`src/rtl/maj_tt_pkg.sv`:
```
// Shared definitions for the majority truth-table sweeper.
// - Operand index encoding: 0 = constant 0, IDX_IN_BASE+i = input x_i,
//   idx_node_base(NUM_IN)+k = majority node k.
// - Node word layout: three operand fields of (OP_W+1) bits each,
//   operand a in the LSBs; each field is {inv, idx}.
// - FSM state encoding.
package maj_tt_pkg;

    localparam int IDX_ZERO    = 0;
    localparam int IDX_IN_BASE = 1;

    // First node index sits directly after the primary inputs.
    function automatic int idx_node_base(input int num_in);
        return IDX_IN_BASE + num_in;
    endfunction

    // LSB of operand field o (0=a, 1=b, 2=c) within a node word.
    function automatic int op_lsb(input int op_w, input int o);
        return o * (op_w + 1);
    endfunction

    typedef enum logic [1:0] {
        ST_IDLE  = 2'd0,
        ST_SWEEP = 2'd1,
        ST_DONE  = 2'd2
    } state_t;

endpackage

```
`src/rtl/maj_net_eval.sv`:
```
// Combinational evaluator for a programmable majority network.
// Ports:
//   node_tbl : flattened node table, node k at [k*NODE_W +: NODE_W]
//   minterm  : current input assignment, x_i = minterm[i]
//   node_val : value of every node for this minterm
//   illegal  : some operand references a node >= its own index or an
//              index beyond the table (such operands read as 0)
module maj_net_eval
    import maj_tt_pkg::*;
#(
    parameter int NUM_IN    = 7,
    parameter int NUM_NODES = 8,
    localparam int OP_W     = $clog2(1 + NUM_IN + NUM_NODES),
    localparam int NODE_W   = 3 * (OP_W + 1)
) (
    input  logic [NUM_NODES*NODE_W-1:0] node_tbl,
    input  logic [NUM_IN-1:0]           minterm,
    output logic [NUM_NODES-1:0]        node_val,
    output logic                        illegal
);

    localparam int NODE_BASE = idx_node_base(NUM_IN);

    // Nodes are resolved in index order, so a node may only see values of
    // lower-numbered nodes already computed in this pass.
    always_comb begin
        logic [NUM_NODES-1:0] vals;
        logic [OP_W-1:0]      idx;
        logic [2:0]           ops;
        logic                 v;
        vals    = '0;
        idx     = '0;
        ops     = '0;
        v       = 1'b0;
        illegal = 1'b0;
        for (int k = 0; k < NUM_NODES; k++) begin
            for (int o = 0; o < 3; o++) begin
                idx = node_tbl[k*NODE_W + op_lsb(OP_W, o) +: OP_W];
                v   = 1'b0;
                for (int i = 0; i < NUM_IN; i++) begin
                    if (int'(idx) == IDX_IN_BASE + i) v = minterm[i];
                end
                for (int j = 0; j < NUM_NODES; j++) begin
                    if (int'(idx) == NODE_BASE + j) begin
                        if (j < k) v = vals[j];
                        else       illegal = 1'b1;
                    end
                end
                if (int'(idx) >= NODE_BASE + NUM_NODES) illegal = 1'b1;
                ops[o] = v ^ node_tbl[k*NODE_W + op_lsb(OP_W, o) + OP_W];
            end
            vals[k] = (ops[0] & ops[1]) | (ops[0] & ops[2]) | (ops[1] & ops[2]);
        end
        node_val = vals;
    end

endmodule

```
`src/rtl/maj_tt_sweeper.sv`:
```
// Sweeps all 2^NUM_IN minterms through a run-time loaded majority network,
// building the full truth table and its on-set count.
// Ports:
//   clk, rst_n            : clock, async active-low reset
//   cfg_we/addr/data      : node table write (ignored while sweeping)
//   out_node, out_inv     : output node select / invert, latched at start
//   start                 : begin a sweep (only honoured in IDLE)
//   busy                  : sweep in progress
//   cfg_err               : sticky illegal-reference flag for this sweep
//   res_valid, res_ready  : result handshake
//   tt, ones_cnt          : truth table (bit m = f(m)) and its popcount
module maj_tt_sweeper
    import maj_tt_pkg::*;
#(
    parameter int NUM_IN    = 7,
    parameter int NUM_NODES = 8,
    localparam int OP_W     = $clog2(1 + NUM_IN + NUM_NODES),
    localparam int NODE_W   = 3 * (OP_W + 1),
    localparam int AW       = $clog2(NUM_NODES),
    localparam int TT_W     = 1 << NUM_IN
) (
    input  logic              clk,
    input  logic              rst_n,
    input  logic              cfg_we,
    input  logic [AW-1:0]     cfg_addr,
    input  logic [NODE_W-1:0] cfg_data,
    input  logic [AW-1:0]     out_node,
    input  logic              out_inv,
    input  logic              start,
    output logic              busy,
    output logic              cfg_err,
    output logic              res_valid,
    input  logic              res_ready,
    output logic [TT_W-1:0]   tt,
    output logic [NUM_IN:0]   ones_cnt
);

    state_t                              state_q, state_d;
    logic [NUM_NODES-1:0][NODE_W-1:0]    tbl_q, tbl_d;
    logic [NUM_IN-1:0]                   cnt_q, cnt_d;
    logic [TT_W-1:0]                     tt_q, tt_d;
    logic [NUM_IN:0]                     ones_q, ones_d;
    logic                                err_q, err_d;
    logic [AW-1:0]                       out_node_q, out_node_d;
    logic                                out_inv_q, out_inv_d;

    logic [NUM_NODES-1:0]                node_val;
    logic                                illegal;
    logic                                f_bit;
    logic                                start_acc;
    logic                                last_m;

    maj_net_eval #(
        .NUM_IN    (NUM_IN),
        .NUM_NODES (NUM_NODES)
    ) u_eval (
        .node_tbl (tbl_q),
        .minterm  (cnt_q),
        .node_val (node_val),
        .illegal  (illegal)
    );

    assign f_bit     = node_val[out_node_q] ^ out_inv_q;
    assign start_acc = start && (state_q == ST_IDLE);
    assign last_m    = (cnt_q == {NUM_IN{1'b1}});

    always_ff @(posedge clk or negedge rst_n) begin
        if (!rst_n) state_q <= ST_IDLE;
        else        state_q <= state_d;
    end

    always_comb begin
        state_d = state_q;
        case (state_q)
            ST_IDLE:  if (start)     state_d = ST_SWEEP;
            ST_SWEEP: if (last_m)    state_d = ST_DONE;
            ST_DONE:  if (res_ready) state_d = ST_IDLE;
            default:                 state_d = ST_IDLE;
        endcase
    end

    always_comb begin
        busy      = (state_q == ST_SWEEP);
        res_valid = (state_q == ST_DONE);
    end

    always_comb begin
        tbl_d      = tbl_q;
        cnt_d      = cnt_q;
        tt_d       = tt_q;
        ones_d     = ones_q;
        err_d      = err_q;
        out_node_d = out_node_q;
        out_inv_d  = out_inv_q;
        // Table is frozen for the whole sweep so one result sees one network.
        if (cfg_we && state_q != ST_SWEEP) tbl_d[cfg_addr] = cfg_data;
        if (start_acc) begin
            cnt_d      = '0;
            tt_d       = '0;
            ones_d     = '0;
            err_d      = 1'b0;
            out_node_d = out_node;
            out_inv_d  = out_inv;
        end else if (state_q == ST_SWEEP) begin
            tt_d[cnt_q] = f_bit;
            ones_d      = ones_q + (NUM_IN+1)'(f_bit);
            err_d       = err_q | illegal;
            cnt_d       = cnt_q + NUM_IN'(1);   // wraps to 0 after last minterm
        end
    end

    always_ff @(posedge clk or negedge rst_n) begin
        if (!rst_n) begin
            tbl_q      <= '0;
            cnt_q      <= '0;
            tt_q       <= '0;
            ones_q     <= '0;
            err_q      <= 1'b0;
            out_node_q <= '0;
            out_inv_q  <= 1'b0;
        end else begin
            tbl_q      <= tbl_d;
            cnt_q      <= cnt_d;
            tt_q       <= tt_d;
            ones_q     <= ones_d;
            err_q      <= err_d;
            out_node_q <= out_node_d;
            out_inv_q  <= out_inv_d;
        end
    end

    assign tt       = tt_q;
    assign ones_cnt = ones_q;
    assign cfg_err  = err_q;

endmodule

```
`config.mk`:
```
export PLATFORM = sky130hd
export DESIGN_NAME = maj_tt_sweeper
export DESIGN_NICKNAME = d
export VERILOG_FILES = /design/src/rtl/maj_tt_pkg.sv /design/src/rtl/maj_net_eval.sv /design/src/rtl/maj_tt_sweeper.sv
export SDC_FILE = /design/constraint.sdc
export NUM_CORES = 1
export LEC_CHECK = 0
export ABC_AREA = 0
export BUFFER_PORTS_ARGS = -buffer_cell sky130_fd_sc_hd__buf_2
export CAP_MARGIN = 15
export CORE_ASPECT_RATIO = 0.6
export CORE_MARGIN = 2
export CORE_UTILIZATION = 41
export CTS_CLUSTER_SIZE = 14
export DETAILED_ROUTE_END_ITERATION = 10
export GPL_ROUTABILITY_DRIVEN = 0
export PLACE_DENSITY_LB_ADDON = 0.1
export REMOVE_ABC_BUFFERS = 1
export SYNTH_ARGS = -nofsm -noshare
export SYNTH_HDL_FRONTEND = slang
export SYNTH_HIERARCHICAL = 1
export SYNTH_SLANG_ARGS = --single-unit
```
`constraint.sdc`:
```
create_clock -name clk -period 15.35 [get_ports clk]
set_input_delay 3.07 -clock clk [delete_from_list [all_inputs] [get_ports clk]]
set_output_delay 3.07 -clock clk [all_outputs]
set_load 0.005 [all_outputs]
```
# --- Yosys cells after proc, flatten, opt, wreduce, memory -nomap -nowiden ---
# Cells that the tools add are included.
op_classes:
  magnitude_cmp: 5
  reduce_logical: 7
  eq_ne: 367
  bitwise: 66
  addsub: 2
  n_mux: 380
op_table:
  columns: ["cell", "count"]
  rows:
  - ["$eq 4x4->1 const B", 192]
  - ["$eq 4x3->1 const B", 96]
  - ["$mux 1", 364]
  - ["$mux 128", 2]
  - ["$eq 4x2->1 const B", 48]
  - ["$bwmux 128", 1]
  - ["$bwmux 120", 1]
  - ["$eq 4x1->1 const B", 24]
  - ["$demux 15 s3", 1]
  - ["$xor 1x1->1", 25]
  - ["$and 1x1->1", 24]
  - ["$or 1x1->1", 17]
  - ["$mux 8", 2]
  - ["$mux 15", 1]
  - ["$mux 7", 2]
  - ["$add 8x1->8", 1]
  - ["$lt 3x4->1 const B", 2]
  - ["$lt 7x8->1 const B", 1]
  - ["$add 7x1->7 const B", 1]
  - ["$demux 1 s7", 1]
  - ["$eq 7x7->1 const B", 1]
  - ["$ge 7x1->1 const B", 1]
  - ["$mux 2", 3]
  - ["$ne 2x1->1 const B", 3]
  - ["other kinds (10)", 13]
totals:
  input_bits: 27
  out_inout_bits: 139
  elab_cells: 842
  regBits: 270

# --- Depth between registers and ports, before layout ---
# Gate-level depths: netlist of run 1.
depth:
  ltp_word: 112
  mapped_depth: 36
  depth_no_buf: 32

# --- By module ---
# Netlist of run 1, hierarchy kept.
modules_own_cells:
  columns: ["mod", "seq_area_each_um2", "cells_each", "area_per_inst_um2", "n_inst"]
  rows:
  - ["maj_tt_sweeper", 6756.5, 962, 11293.3, 1]
  - ["maj_net_eval", 0.0, 551, 3868.7, 1]

# --- Worst setup path before layout of run 1 ---
# Ideal clock, no wire load.
synth_path:
  kind: "register to register"
  start: "register cnt_q[0]"
  end: "register ones_q[6] (netlist: ones_cnt[6])"
  setup_ns: 0.096
  path_buffers: 2
  period_less_slack_ns: 8.511
  required_time_ns: 15.254
  arrival_ns: 8.416
  path_stages_with_launch: 34
  slack_ns: 6.839
  cell_sequence: "dfrtp_1 mux2_2 a221oi_1 or4_4 nand2_4 o211a_1 or4_1 a211o_1 a311o_1 a22o_1 a311o_1 a211oi_4 nor3_1 or4_1 a311oi_1 o211ai_1 maj3_2 a32oi_1 xor2_1 maj3_2 o31ai_2 xnor2_1 maj3_2 mux4_2 mux2i_1 xor2_1 buf_4 buf_2 inv_1 ha_1 ha_1 nand4_1 o211ai_1 o31ai_1"
synth_via:
  elab_chain_len: 52
  word_cells_on_any_way: 322
  cone_classes: "add/sub (1); mux (256); bitwise (65)"
synth_rtl:
  columns: ["element", "line_no", "source"]
  rows:
  - ["start, declared", "maj_tt_sweeper.sv:40", "logic [NUM_IN-1:0] cnt_q, cnt_d;"]
  - ["start signal, assigned", "maj_tt_sweeper.sv:123", "cnt_q <= cnt_d;"]
  - ["$mux 1 (7 in series)", "maj_net_eval.sv:41", "if (int'(idx) == IDX_IN_BASE + i) v = minterm[i];"]
  - ["$xor 1x1->1", "maj_net_eval.sv:50", "ops[o] = v ^ node_tbl[k*NODE_W + op_lsb(OP_W, o) + OP_W];"]
  - ["$and 1x1->1", "maj_net_eval.sv:52", "vals[k] = (ops[0] & ops[1]) | (ops[0] & ops[2]) | (ops[1] & ops[2]);"]
  - ["$or 1x1->1 (2 in series)", "maj_net_eval.sv:52", null]
  - ["$mux 1", "maj_net_eval.sv:44", "if (int'(idx) == NODE_BASE + j) begin"]
  - ["$xor 1x1->1", "maj_net_eval.sv:50", null]
  - ["$and 1x1->1", "maj_net_eval.sv:52", null]
  - ["$or 1x1->1 (2 in series)", "maj_net_eval.sv:52", null]
  - ["[25 not listed]", null, null]
  - ["via node_val[6]", "maj_tt_sweeper.sv:47", "logic [NUM_NODES-1:0] node_val;"]
  - ["[4 not listed]", null, null]
  - ["$or 1x1->1 *", "maj_net_eval.sv:52", null]
  - ["via node_val[7]", "maj_tt_sweeper.sv:47", null]
  - ["$bmux 1 s3 *", "maj_tt_sweeper.sv:63", "assign f_bit = node_val[out_node_q] ^ out_inv_q;"]
  - ["$mux 1 (not written as such) *", "maj_tt_sweeper.sv:63", null]
  - ["$xor 1x1->1 *", "maj_tt_sweeper.sv:63", null]
  - ["$add 8x1->8 *", "maj_tt_sweeper.sv:106", "ones_d = ones_q + (NUM_IN+1)'(f_bit);"]
  - ["$mux 8 *", "maj_tt_sweeper.sv:104", "end else if (state_q == ST_SWEEP) begin"]
  - ["$mux 8 *", "maj_tt_sweeper.sv:97", "if (start_acc) begin"]
  - ["end signal, assigned", "maj_tt_sweeper.sv:125", "ones_q <= ones_d;"]
  - ["end, declared", "maj_tt_sweeper.sv:42", "logic [NUM_IN:0] ones_q, ones_d;"]
# The timed path passes the listed nets; every way through them passes the cells marked *. The select of a mux whose other input is x is not followed.
# A chain may end at the register's enable or synchronous reset.

# --- Final worst setup path of run 1 ---
layout_path:
  start: "register cnt_q[5]"
  end: "register tt_q[62] (netlist: tt[62])"
layout_via:
  elab_chain_len: 47
  word_cells_on_any_way: 207
  cone_classes: "order compare (2); mux (139); bitwise (65); reduce/logical (1)"
layout_rtl:
  columns: ["element", "line_no", "source"]
  rows:
  - ["$mux 1 (2 in series)", "maj_net_eval.sv:41", null]
  - ["$xor 1x1->1", "maj_net_eval.sv:50", null]
  - ["$and 1x1->1", "maj_net_eval.sv:52", null]
  - ["$or 1x1->1 (2 in series)", "maj_net_eval.sv:52", null]
  - ["$mux 1", "maj_net_eval.sv:44", null]
  - ["$xor 1x1->1", "maj_net_eval.sv:50", null]
  - ["$and 1x1->1", "maj_net_eval.sv:52", null]
  - ["$or 1x1->1 (2 in series)", "maj_net_eval.sv:52", null]
  - ["[10 not listed]", null, null]
  - ["via node_val[3]", "maj_tt_sweeper.sv:47", null]
  - ["[5 not listed]", null, null]
  - ["via node_val[4]", "maj_tt_sweeper.sv:47", null]
  - ["[10 not listed]", null, null]
  - ["via node_val[6]", "maj_tt_sweeper.sv:47", null]
  - ["[4 not listed]", null, null]
  - ["$or 1x1->1 *", "maj_net_eval.sv:52", null]
  - ["via node_val[7]", "maj_tt_sweeper.sv:47", null]
  - ["$bmux 1 s3 *", "maj_tt_sweeper.sv:63", null]
  - ["$mux 1 (not written as such) *", "maj_tt_sweeper.sv:63", null]
  - ["$xor 1x1->1 *", "maj_tt_sweeper.sv:63", null]
  - ["$bwmux 128 *", "maj_tt_sweeper.sv:105", "tt_d[cnt_q] = f_bit;"]
  - ["$mux 128 *", "maj_tt_sweeper.sv:104", null]
  - ["$mux 128 *", "maj_tt_sweeper.sv:97", null]
  - ["end signal, assigned", "maj_tt_sweeper.sv:124", "tt_q <= tt_d;"]
  - ["end, declared", "maj_tt_sweeper.sv:41", "logic [TT_W-1:0] tt_q, tt_d;"]
# Marked as above.

==> results of run 1 <==
## flip-flops by register name, indices dropped and copies added, names as in the netlist
register    count
out_inv_q       1
ones_cnt        8
out_node_q      3
cfg_err         1
tbl_q         120
state_q         2
cnt_q           7
tt            128
## final cells by class
| type | count | area (um^2) | area share [%] |
|---|---|---|---|
| Multi-Input combinational cell | 1095 | 7840 | 45.2 |
| Sequential cell | 270 | 6760 | 39.0 |
| Timing Repair Buffer | 190 | 1030 | 5.96 |
| Clock buffer | 39 | 813 | 4.69 |
| Tap cell | 476 | 596 | 3.44 |
| Clock inverter | 11 | 183 | 1.05 |
| Inverter | 31 | 116 | 0.671 |
## worst min-delay path by stage
stage          slack (ns)     endpoint         from
2_1_floorplan        0.47    out_inv_q    out_inv_q
4_1_cts              0.49  ones_cnt[7]  ones_cnt[7]
5_1_grt              0.52  ones_cnt[7]  ones_cnt[7]
3_3_place_gp         0.46  ones_cnt[7]  ones_cnt[7]
3_5_place_dp         0.48      cfg_err      cfg_err
6_report             0.49  ones_cnt[7]  ones_cnt[7]
## cell families after synthesis
kind of cell	count (synthesis)	share of synthesized area, %
AND/OR/NAND/NOR	502	16.9
AO/OA/AOI/OAI	369	16.6
flip-flops	270	44.6
multiplexers	209	17.0
buffers and inverters	148	3.99
XOR/XNOR	8	0.462
adder cells (fa/ha/maj)	7	0.536
## through the flow
stage | worst slack [ns] | instance area (um^2)
CTS | 4.37 | 17300
detailed placement | 4.41 | 16300
floorplan | 2.83 | 14700
finish | 4.29 | 17300
global route | 3.37 | 17300
global placement | 4.66 | 16300
## where the power goes
group,switching (uW),internal [uW]
clock,300,452
sequential,243,894
combinational,1120,610
## worst max-delay path, delay by kind of cell, from the launching register on
family,cells,cell delay (ns)
xor+xnor,4,1.60
fa+ha+maj,3,1.09
buf+inv,4,1.67
mux,3,1.16
compound gates,12,3.65
flops,1,0.65
simple gates,3,0.90
## Yosys cell counts, types with 24 or more instances
cell type	number
dfrtp_1	270
nand3_1	167
nand2_1	147
mux2_2	133
o21ai_0	113
clkbuf_1	73
nor2_1	59
mux2i_1	50
a21oi_1	48
o211ai_1	43
o31ai_1	36
inv_1	29
mux4_2	24
## layer usage
layer	share of wire, %	up-vias
li1	-	5870
met1	51	6343
met2	41	451
met3	7.3	56
met4	1.6	0
met5	0	-
==> results.yml, run 1 <==
place:
  dp.final_hpwl_um: 31700
  dp.cells: 2062
  io_buffers: 165
cells_and_area:
  drive_above_1_share_pct: 26.0
  layout_common_cells: "270 x dfrtp_1, 167 x nand3_1, 165 x buf_2"
  n_antenna_cell: 0
  fin_nets: 1646
  layout_commonest_cell: "dfrtp_1"
  fin_cells: 2112
  fin_util_pct: 47.6
  area.growth.synth_to_final_pct: 14.3
  num-fill-cells: 3382
floorplan:
  core_um2: 36400
  ios: 166
  dieArea_um2: 38600
  start_util_pct: 41.6
  row_count: 54
  die_height_um: 153
  die_w_um: 252
synth:
  synth_cells: 1513
  synthFlopType: "dfrtp_1"
  ys_top_cells_by_area: "dfrtp_1 45%, mux2_2 9.9%, nand3_1 5.5%, o21ai_0 3.7%, nand2_1 3.6%"
  synth_edf_count: 0
  synth_top_area_share_pct: 44.6
  synth_area_um2: 15200
  netlist.top_cell.by_area: "dfrtp_1"
  yosysSeqAreaShare_pct: 44.6
  synth_seq_cells: 270
  synthArstFlopShare_pct: 100
  synth_area_per_cell_um2: 10.0
  ys_warn_count: 6
  synth_cell_types: 90
setup_path:
  r2r-end: "tt[62]"
  rrSetupSlack_ns: 4.29
  start_kind: "flip-flop"
  r2r-start: "cnt_q[5]"
  cp-startpoint: "cnt_q[5]"
  crit_end: "tt[62]"
  worstPathArrival_ns: 11.45
  critical_path_class: "reg -> reg"
  critical_path_peak_fanout: 104
  critPathCaptureType: "flip-flop"
  worst_path_max_delay_cell: "buf_4"
  critPathMaxStageDelay_ns: 0.85
  reg2reg_depth: 29
  cp.required_ns: 15.74
timing:
  finalHoldViolations: 0
  tns_ns: 0
  whs_ns: 0.488
  slew_viol_final: 0
  rsz0062_at_grt: "false"
  fin_worst_skew_ns: 0.0218
  finalSetupViolations: 0
  clock.fmax_mhz: 90.4
  fin_crit_sh_pct: 72.0
  min_period_ns: 11.06
  worstMarginPinSlew_ns: 1.12
  relSlewSlack_pct: 25.1
detailed_routing:
  drtAntennaViolNets: 0
  via_per_inst: 6.02
  totalWireLength_um: 48000
  drc_errors: 0
  vias: 12720
  first_iter_violations: 1165
  firstDrtPassIters: 5
  avgRoutedWirePerCell_um: 22.7
global_route:
  use_met3_pct: 4.67
  gr-usage-all-layers_pct: 24.6
  top_usage_layer: "met1"
  grt_use_met1_pct: 40.2
  grtUsageMet2_pct: 33.2
  grt_first_pass_wirelength_um: 74100
  antenna_found_initial: 3
  grt-ovfl-total: 0
  grt_pass1_vias: 11707
  grt_max_degree: 163
job:
  drv_cap: 0
clock_network:
  cts_hold_buf: 0
  cts_buffers: 28
  cts_buffer_depth: 3
  cts_tree: "done"
  clock_latency_ns: 0.57
  clock-root-buffer: "clkbuf_16"
  clk_pin_slew_worst_paths_ns: 0.07
  postCtsSetupBuffers: 0
  htree_levels: 1
  clock_sinks: 270
  cts_resized: 0
power:
  power_leakage_uw: 0.00778
  power.density_nw_per_um2: 209
  irDropWorstVdd_v: 0.000258
  p_total_uw: 3620
worst_hold_path:
  hold_depth: 1
  hp-class: "reg -> reg"
run_status:
  outcome: "completed"
No activity file was read; power rests on OpenSTA's default activity.
==> run 2: changes to the inputs <==
--- a/config.mk
+++ b/config.mk
@@ -5,7 +5,7 @@
 export SDC_FILE = /design/constraint.sdc
 export NUM_CORES = 1
 export LEC_CHECK = 0
-export ABC_AREA = 0
+export ABC_AREA = 1
 export BUFFER_PORTS_ARGS = -buffer_cell sky130_fd_sc_hd__buf_2
 export CAP_MARGIN = 15
 export CORE_ASPECT_RATIO = 0.6
==> constraint.sdc (replaced) <==
create_clock -name clk -period 10.8 [get_ports clk]
set_input_delay 2.16 -clock clk [delete_from_list [all_inputs] [get_ports clk]]
set_output_delay 2.16 -clock clk [all_outputs]
set_load 0.005 [all_outputs]
==> results.yml, run 2 <==
run_status:
  outcome: "completed"
setup_path:
  cp.required_ns: 11.30
  critPathCaptureType: "flip-flop"
  worstPathArrival_ns: 8.28
  worst_path_max_delay_cell: "buf_4"
  critical_path_class: "reg -> reg"
  cpMostUsedCell: "nand3_1"
  start_kind: "flip-flop"
  critical_path_peak_fanout: 93
  critPathMaxStageDelay_ns: 0.80
cells_and_area:
  layout_commonest_cell: "nand2_1"
  area.growth.synth_to_final_pct: 12.9
  drive_above_1_share_pct: 13.9
  layout_common_cells: "481 x nand2_1, 270 x dfrtp_1, 256 x nand3_1"
  fin_cells: 2779
  fin_nets: 2274
  n_antenna_cell: 0
  largest_reg_flops: 128
  num-fill-cells: 3817
global_route:
  grt_max_degree: 94
  grt_pass1_vias: 14147
  grt_first_pass_wirelength_um: 87400
  grt-ovfl-total: 0
  gr-usage-all-layers_pct: 28.0
  antenna_found_initial: 1
synth:
  synthAdderAreaFrac_pct: 0.236
  synth_top_family_by_area: "simple AND/OR/NAND/NOR gates"
  synthFlopType: "dfrtp_1"
  synth_cell_types: 49
  synthArstFlopShare_pct: 100
  synth_area_um2: 15900
  synth_top_area_share_pct: 42.5
  yosysSeqAreaShare_pct: 42.5
  synth_compound_area_share_pct: 18.0
  synth.most_common_cell: "nand2_1"
  synth_area_per_cell_um2: 7.41
  ys_warn_count: 6
  synth_cells: 2146
  synthXorXnorAreaFrac_pct: 0
  synth_seq_cells: 270
  synthMuxAreaShare_pct: 0.0629
  synthTopCellsByCount: "482 x nand2_1, 270 x dfrtp_1, 257 x nand3_1"
  netlist.top_cell.by_area: "dfrtp_1"
  synthSimpleGateAreaFrac_pct: 30.3
  ys_top_cells_by_area: "dfrtp_1 42%, nand2_1 11%, nand3_1 8.1%, o21ai_0 6.3%, o211ai_1 5.3%"
  synth_edf_count: 0
clock_network:
  htree_levels: 1
  cts_resized: 0
  postCtsSetupBuffers: 0
  clock-root-buffer: "clkbuf_16"
  clk_pin_slew_worst_paths_ns: 0.07
  cts_buffer_depth: 3
  cts_tree: "done"
  cts_hold_buf: 0
  clock_latency_ns: 0.57
  clock_sinks: 270
  cts_buffers: 28
power:
  power_leakage_uw: 0.00873
  irDropWorstVdd_v: 0.000204
  power.density_nw_per_um2: 259
  p_total_uw: 4640
detailed_routing:
  firstDrtPassIters: 5
  drc_errors: 0
  avgRoutedWirePerCell_um: 20.6
  vias: 15998
  drtAntennaViolNets: 0
  first_iter_violations: 2300
  via_per_inst: 5.76
  totalWireLength_um: 57300
timing:
  tns_ns: 0
  clock.fmax_mhz: 129
  whs_ns: 0.488
  finalHoldViolations: 0
  rsz0062_at_grt: "false"
  min_period_ns: 7.78
  fin_crit_sh_pct: 72.0
  slew_viol_final: 0
  finalSetupViolations: 0
  fin_worst_skew_ns: 0.0156
  relSlewSlack_pct: 28.3
  worstMarginPinSlew_ns: 1.08
place:
  io_buffers: 165
  dp.cells: 2725
  dp.final_hpwl_um: 38800
floorplan:
  ios: 166
  dieArea_um2: 40400
  core_um2: 38000
  die_height_um: 157
  row_count: 55
  die_w_um: 258
  start_util_pct: 41.9
job:
  drv_cap: 0
worst_hold_path:
  hp-class: "reg -> reg"
## run 2: changes by cell type in the layout (fill, tap and decap cells not counted), moves of 18 or more
cell      change
mux4_2       -24
inv_1       +155
nor2b_1      -18
o31ai_1      -26
mux2_2      -133
nor2_1      +156
nand2_1     +335
o211ai_1     +70
nand2_2      +34
mux2i_1      -49
o21ai_0      +87
nand3_1      +89
## run 2: critical path, delay by kind of cell (launching register included)
| kind | cells | cell delay [ns] |
|---|---|---|
| buf+inv | 3 | 1.67 |
| flops | 1 | 0.38 |
| compound gates | 3 | 1.41 |
| simple gates | 34 | 4.11 |
## run 2: cell type report
type                       count  area [um^2]  area share (%)
multi-input combinational   1552         7760            43.2
inverter                     197          742            4.13
sequential                   270         6760            37.6
tap                          513          642            3.57
clock inverter                10          128           0.711
clock buffer                  42          855            4.76
timing repair buffer         195         1080            5.99
## run 2: power by group
group	internal (uW)	switching, uW	total [uW]	leakage [uW]
clock	616	438	1050	0.000487
sequential	1240	257	1500	0.00358
combinational	584	1510	2090	0.00466
## run 2: stage by stage
| step | util (%) | cell area (um^2) | setup slack [ns] |
|---|---|---|---|
| 2_1_floorplan | - | 15200 | 2.25 |
| 3_3_place_gp | 44.6 | 16900 | 3.60 |
| 3_5_place_dp | 44.6 | 16900 | 3.32 |
| 4_1_cts | 47.2 | 17900 | 3.32 |
| 5_1_grt | 47.3 | 18000 | 2.29 |
| 6_report | 47.3 | 18000 | 3.02 |
## run 2: path summary, 6_finish.rpt
| kind | start | to | slack [ns] | cells after the start |
|---|---|---|---|---|
| hold reg to reg | tbl_q[30] | tbl_q[30] | 0.49 | 2 |
| hold / removal | tbl_q[30] | tbl_q[30] | 0.49 | 2 |
| min in group asynchronous | rst_n | tbl_q[28] | 1.55 | 1 |
| setup / recovery | cnt_q[1] | tt[36] | 3.02 | 40 |
| setup reg to reg | cnt_q[1] | tt[36] | 3.02 | 40 |
| max in group asynchronous | rst_n | ones_cnt[7] | 6.95 | 3 |
## run 2: cells by family (layout without fill, tap and decap cells)
| family | after synthesis | count (layout) |
|---|---|---|
| AO/OA/AOI/OAI | 462 | 462 |
| AND/OR/NAND/NOR | 1086 | 1086 |
| flip-flops | 270 | 270 |
| buffers and inverters | 324 | 444 |
| multiplexers | 1 | 1 |
| adder cells (fa/ha/maj) | 3 | 3 |
## run 2: layer usage
metal | routed length [um] | vias to the layer above | GRT usage [%] | part of all wire, %
li1 | - | 7490 | - | -
met4 | 1390 | 0 | 6.69 | 2.4
met3 | 6460 | 82 | 8.08 | 11
met2 | 21900 | 745 | 36.1 | 38
met5 | 0 | - | 0 | 0
met1 | 27600 | 7681 | 44.7 | 48
==> run 3: changes to the inputs <==
--- a/config.mk
+++ b/config.mk
@@ -5,7 +5,7 @@
 export SDC_FILE = /design/constraint.sdc
 export NUM_CORES = 1
 export LEC_CHECK = 0
-export ABC_AREA = 1
+export ABC_AREA = 0
 export BUFFER_PORTS_ARGS = -buffer_cell sky130_fd_sc_hd__buf_2
 export CAP_MARGIN = 15
 export CORE_ASPECT_RATIO = 0.6
==> constraint.sdc (replaced) <==
create_clock -name clk -period 7.95 [get_ports clk]
set_input_delay 1.59 -clock clk [delete_from_list [all_inputs] [get_ports clk]]
set_output_delay 1.59 -clock clk [all_outputs]
set_load 0.005 [all_outputs]
==> results.yml, run 3 (synthesized netlist as in run 1, its figures left out) <==
power:
  p_sw_share_pct: 43.7
  clock_power_share_pct: 15.1
  seqPwrFrac_pct: 23.7
  p_comb_share_pct: 61.2
  p_total_uw: 9260
  irDropWorstVdd_v: 0.000279
  power.density_nw_per_um2: 488
  power_leakage_uw: 0.00858
  power.switching_uw: 4050
  p_int_uw: 5210
timing:
  fin_worst_skew_ns: 0.0153
  rsz0062_at_grt: "true"
  worstMarginPinSlew_ns: 1.14
  clock.fmax_mhz: 118
  min_period_ns: 8.49
  fin_ws_ns: -0.538
  slew_viol_final: 0
  finalSetupViolations: 136
  fin_crit_sh_pct: 107
  finalHoldViolations: 0
  relSlewSlack_pct: 24.2
cells_and_area:
  layout_common_cells: "265 x dfrtp_1, 166 x nand3_1, 165 x buf_2"
  fin_nets: 1765
  n_antenna_cell: 0
  layout_commonest_cell: "dfrtp_1"
  fin_cells: 2232
  drive_above_1_share_pct: 34.7
  largest_reg_flops: 128
  area.growth.synth_to_final_pct: 25.2
global_route:
  antenna_found_initial: 1
  gr-usage-all-layers_pct: 26.8
  grt_first_pass_wirelength_um: 79500
  grt_pass1_vias: 12578
  grt-ovfl-total: 0
  grt_max_degree: 175
floorplan:
  die_w_um: 252
  core_um2: 36400
  row_count: 54
  start_util_pct: 41.6
  ios: 166
  dieArea_um2: 38600
  die_height_um: 153
setup_path:
  worstPathArrival_ns: 8.97
  critical_path_peak_fanout: 9
  worst_path_max_delay_cell: "or4_4"
  cp.required_ns: 8.43
  start_kind: "flip-flop"
  critPathCaptureType: "flip-flop"
  critPathMaxStageDelay_ns: 0.55
  critical_path_class: "reg -> reg"
  cpMostUsedCell: "buf_4"
detailed_routing:
  drc_errors: 0
  via_per_inst: 6.05
  first_iter_violations: 1585
  drtAntennaViolNets: 0
  vias: 13505
  firstDrtPassIters: 6
  totalWireLength_um: 52800
  avgRoutedWirePerCell_um: 23.6
worst_hold_path:
  hp-class: "reg -> reg"
place:
  io_buffers: 165
  dp.final_hpwl_um: 34300
  dp.cells: 2154
clock_network:
  cts_buffers: 28
  clock_sinks: 270
  cts_tree: "done"
  htree_levels: 1
  clock_latency_ns: 0.57
  cts_hold_buf: 0
  clock-root-buffer: "clkbuf_16"
  cts_buffer_depth: 3
  clk_pin_slew_worst_paths_ns: 0.07
run_status:
  violations: "negative setup slack"
  outcome: "complete, but fails checks"
job:
  drv_cap: 0
-- run 3: cell types whose count changed in the layout (fill, tap and decap cells not counted), moves of 15 or more --
cell | before | now
mux4_2 | 0 | 25
o21ai_0 | 200 | 107
nor3_1 | 26 | 11
mux2i_1 | 1 | 50
inv_1 | 184 | 28
nor2b_1 | 0 | 15
o211ai_1 | 113 | 43
nand3_1 | 256 | 166
mux2_2 | 0 | 133
buf_4 | 28 | 117
nand2_1 | 481 | 145
nor2_1 | 215 | 58
nand2_2 | 34 | 0
-- run 3: per-layer routing --
| layer | global-route usage, % | part of all wire, % |
|---|---|---|
| met1 | 43.6 | 50 |
| met4 | 4.76 | 1.5 |
| met3 | 5.28 | 7.9 |
| met5 | 0 | 0 |
| met2 | 36.2 | 41 |
-- run 3: critical path: cells and delay by family, from the launching register on --
family	cells	cell delay (ns)
compound gates	13	2.98
xor+xnor	3	0.35
fa+ha+maj	4	1.13
buf+inv	10	1.33
flops	1	0.42
mux	3	0.98
simple gates	6	1.19
-- run 3: repair_timing --
item                                    4_1_cts  5_1_grt
cloned                                        6        2
gates resized for setup                      92       23
buffers inserted                             14        5
pin swaps                                    36       10
endpoints found under the setup margin      136      136
-- run 3: final timing paths --
kind / from / to / slack [ns] / cells past startpoint
worst max-delay path: tbl_q[0] / ones_cnt[7] / -0.54 / 39
worst max register to register: tbl_q[0] / ones_cnt[7] / -0.54 / 39
worst min-delay path: tt[46] / tt[46] / 0.49 / 2
worst min register to register: tt[46] / tt[46] / 0.49 / 2
max in group asynchronous: rst_n / tbl_q[84] / 5.36 / 2
min in group asynchronous: rst_n / tt[75] / 1.02 / 1
-- run 3: power by group through the flow --
stage | registers [uW] | clock network, uW | logic (uW)
3_5_place_dp | 2180 | 0 | 3980
3_3_place_gp | 2170 | 0 | 3940
5_1_grt | 2250 | 1480 | 5960
6_report | 2200 | 1400 | 5670
4_1_cts | 2180 | 1430 | 5090
2_1_floorplan | 2120 | 0 | 1950
-- run 3: metrics by stage --
stage | util, % | hold slack (ns) | cell area, um^2 | setup TNS (ns) | worst slack [ns]
floorplan | - | 0.466 | 14700 | -547.26 | -4.57
global placement | 46.8 | 0.471 | 17100 | -46.63 | -0.539
detailed placement | 46.8 | 0.485 | 17100 | -82.01 | -0.866
CTS | 51.4 | 0.499 | 18700 | -49.29 | -0.452
global route | 52.1 | 0.525 | 19000 | -104.67 | -0.912
finish | 52.1 | 0.493 | 19000 | -62.82 | -0.538
-- run 3: area by class of cell --
class,instances,area [um^2]
Clock buffer,42,865
Clock inverter,9,100
Fill cell,3269,17400
Inverter,31,116
Multi-Input combinational cell,1095,8310
Sequential cell,270,6760
Tap cell,476,596
Timing Repair Buffer,309,2230
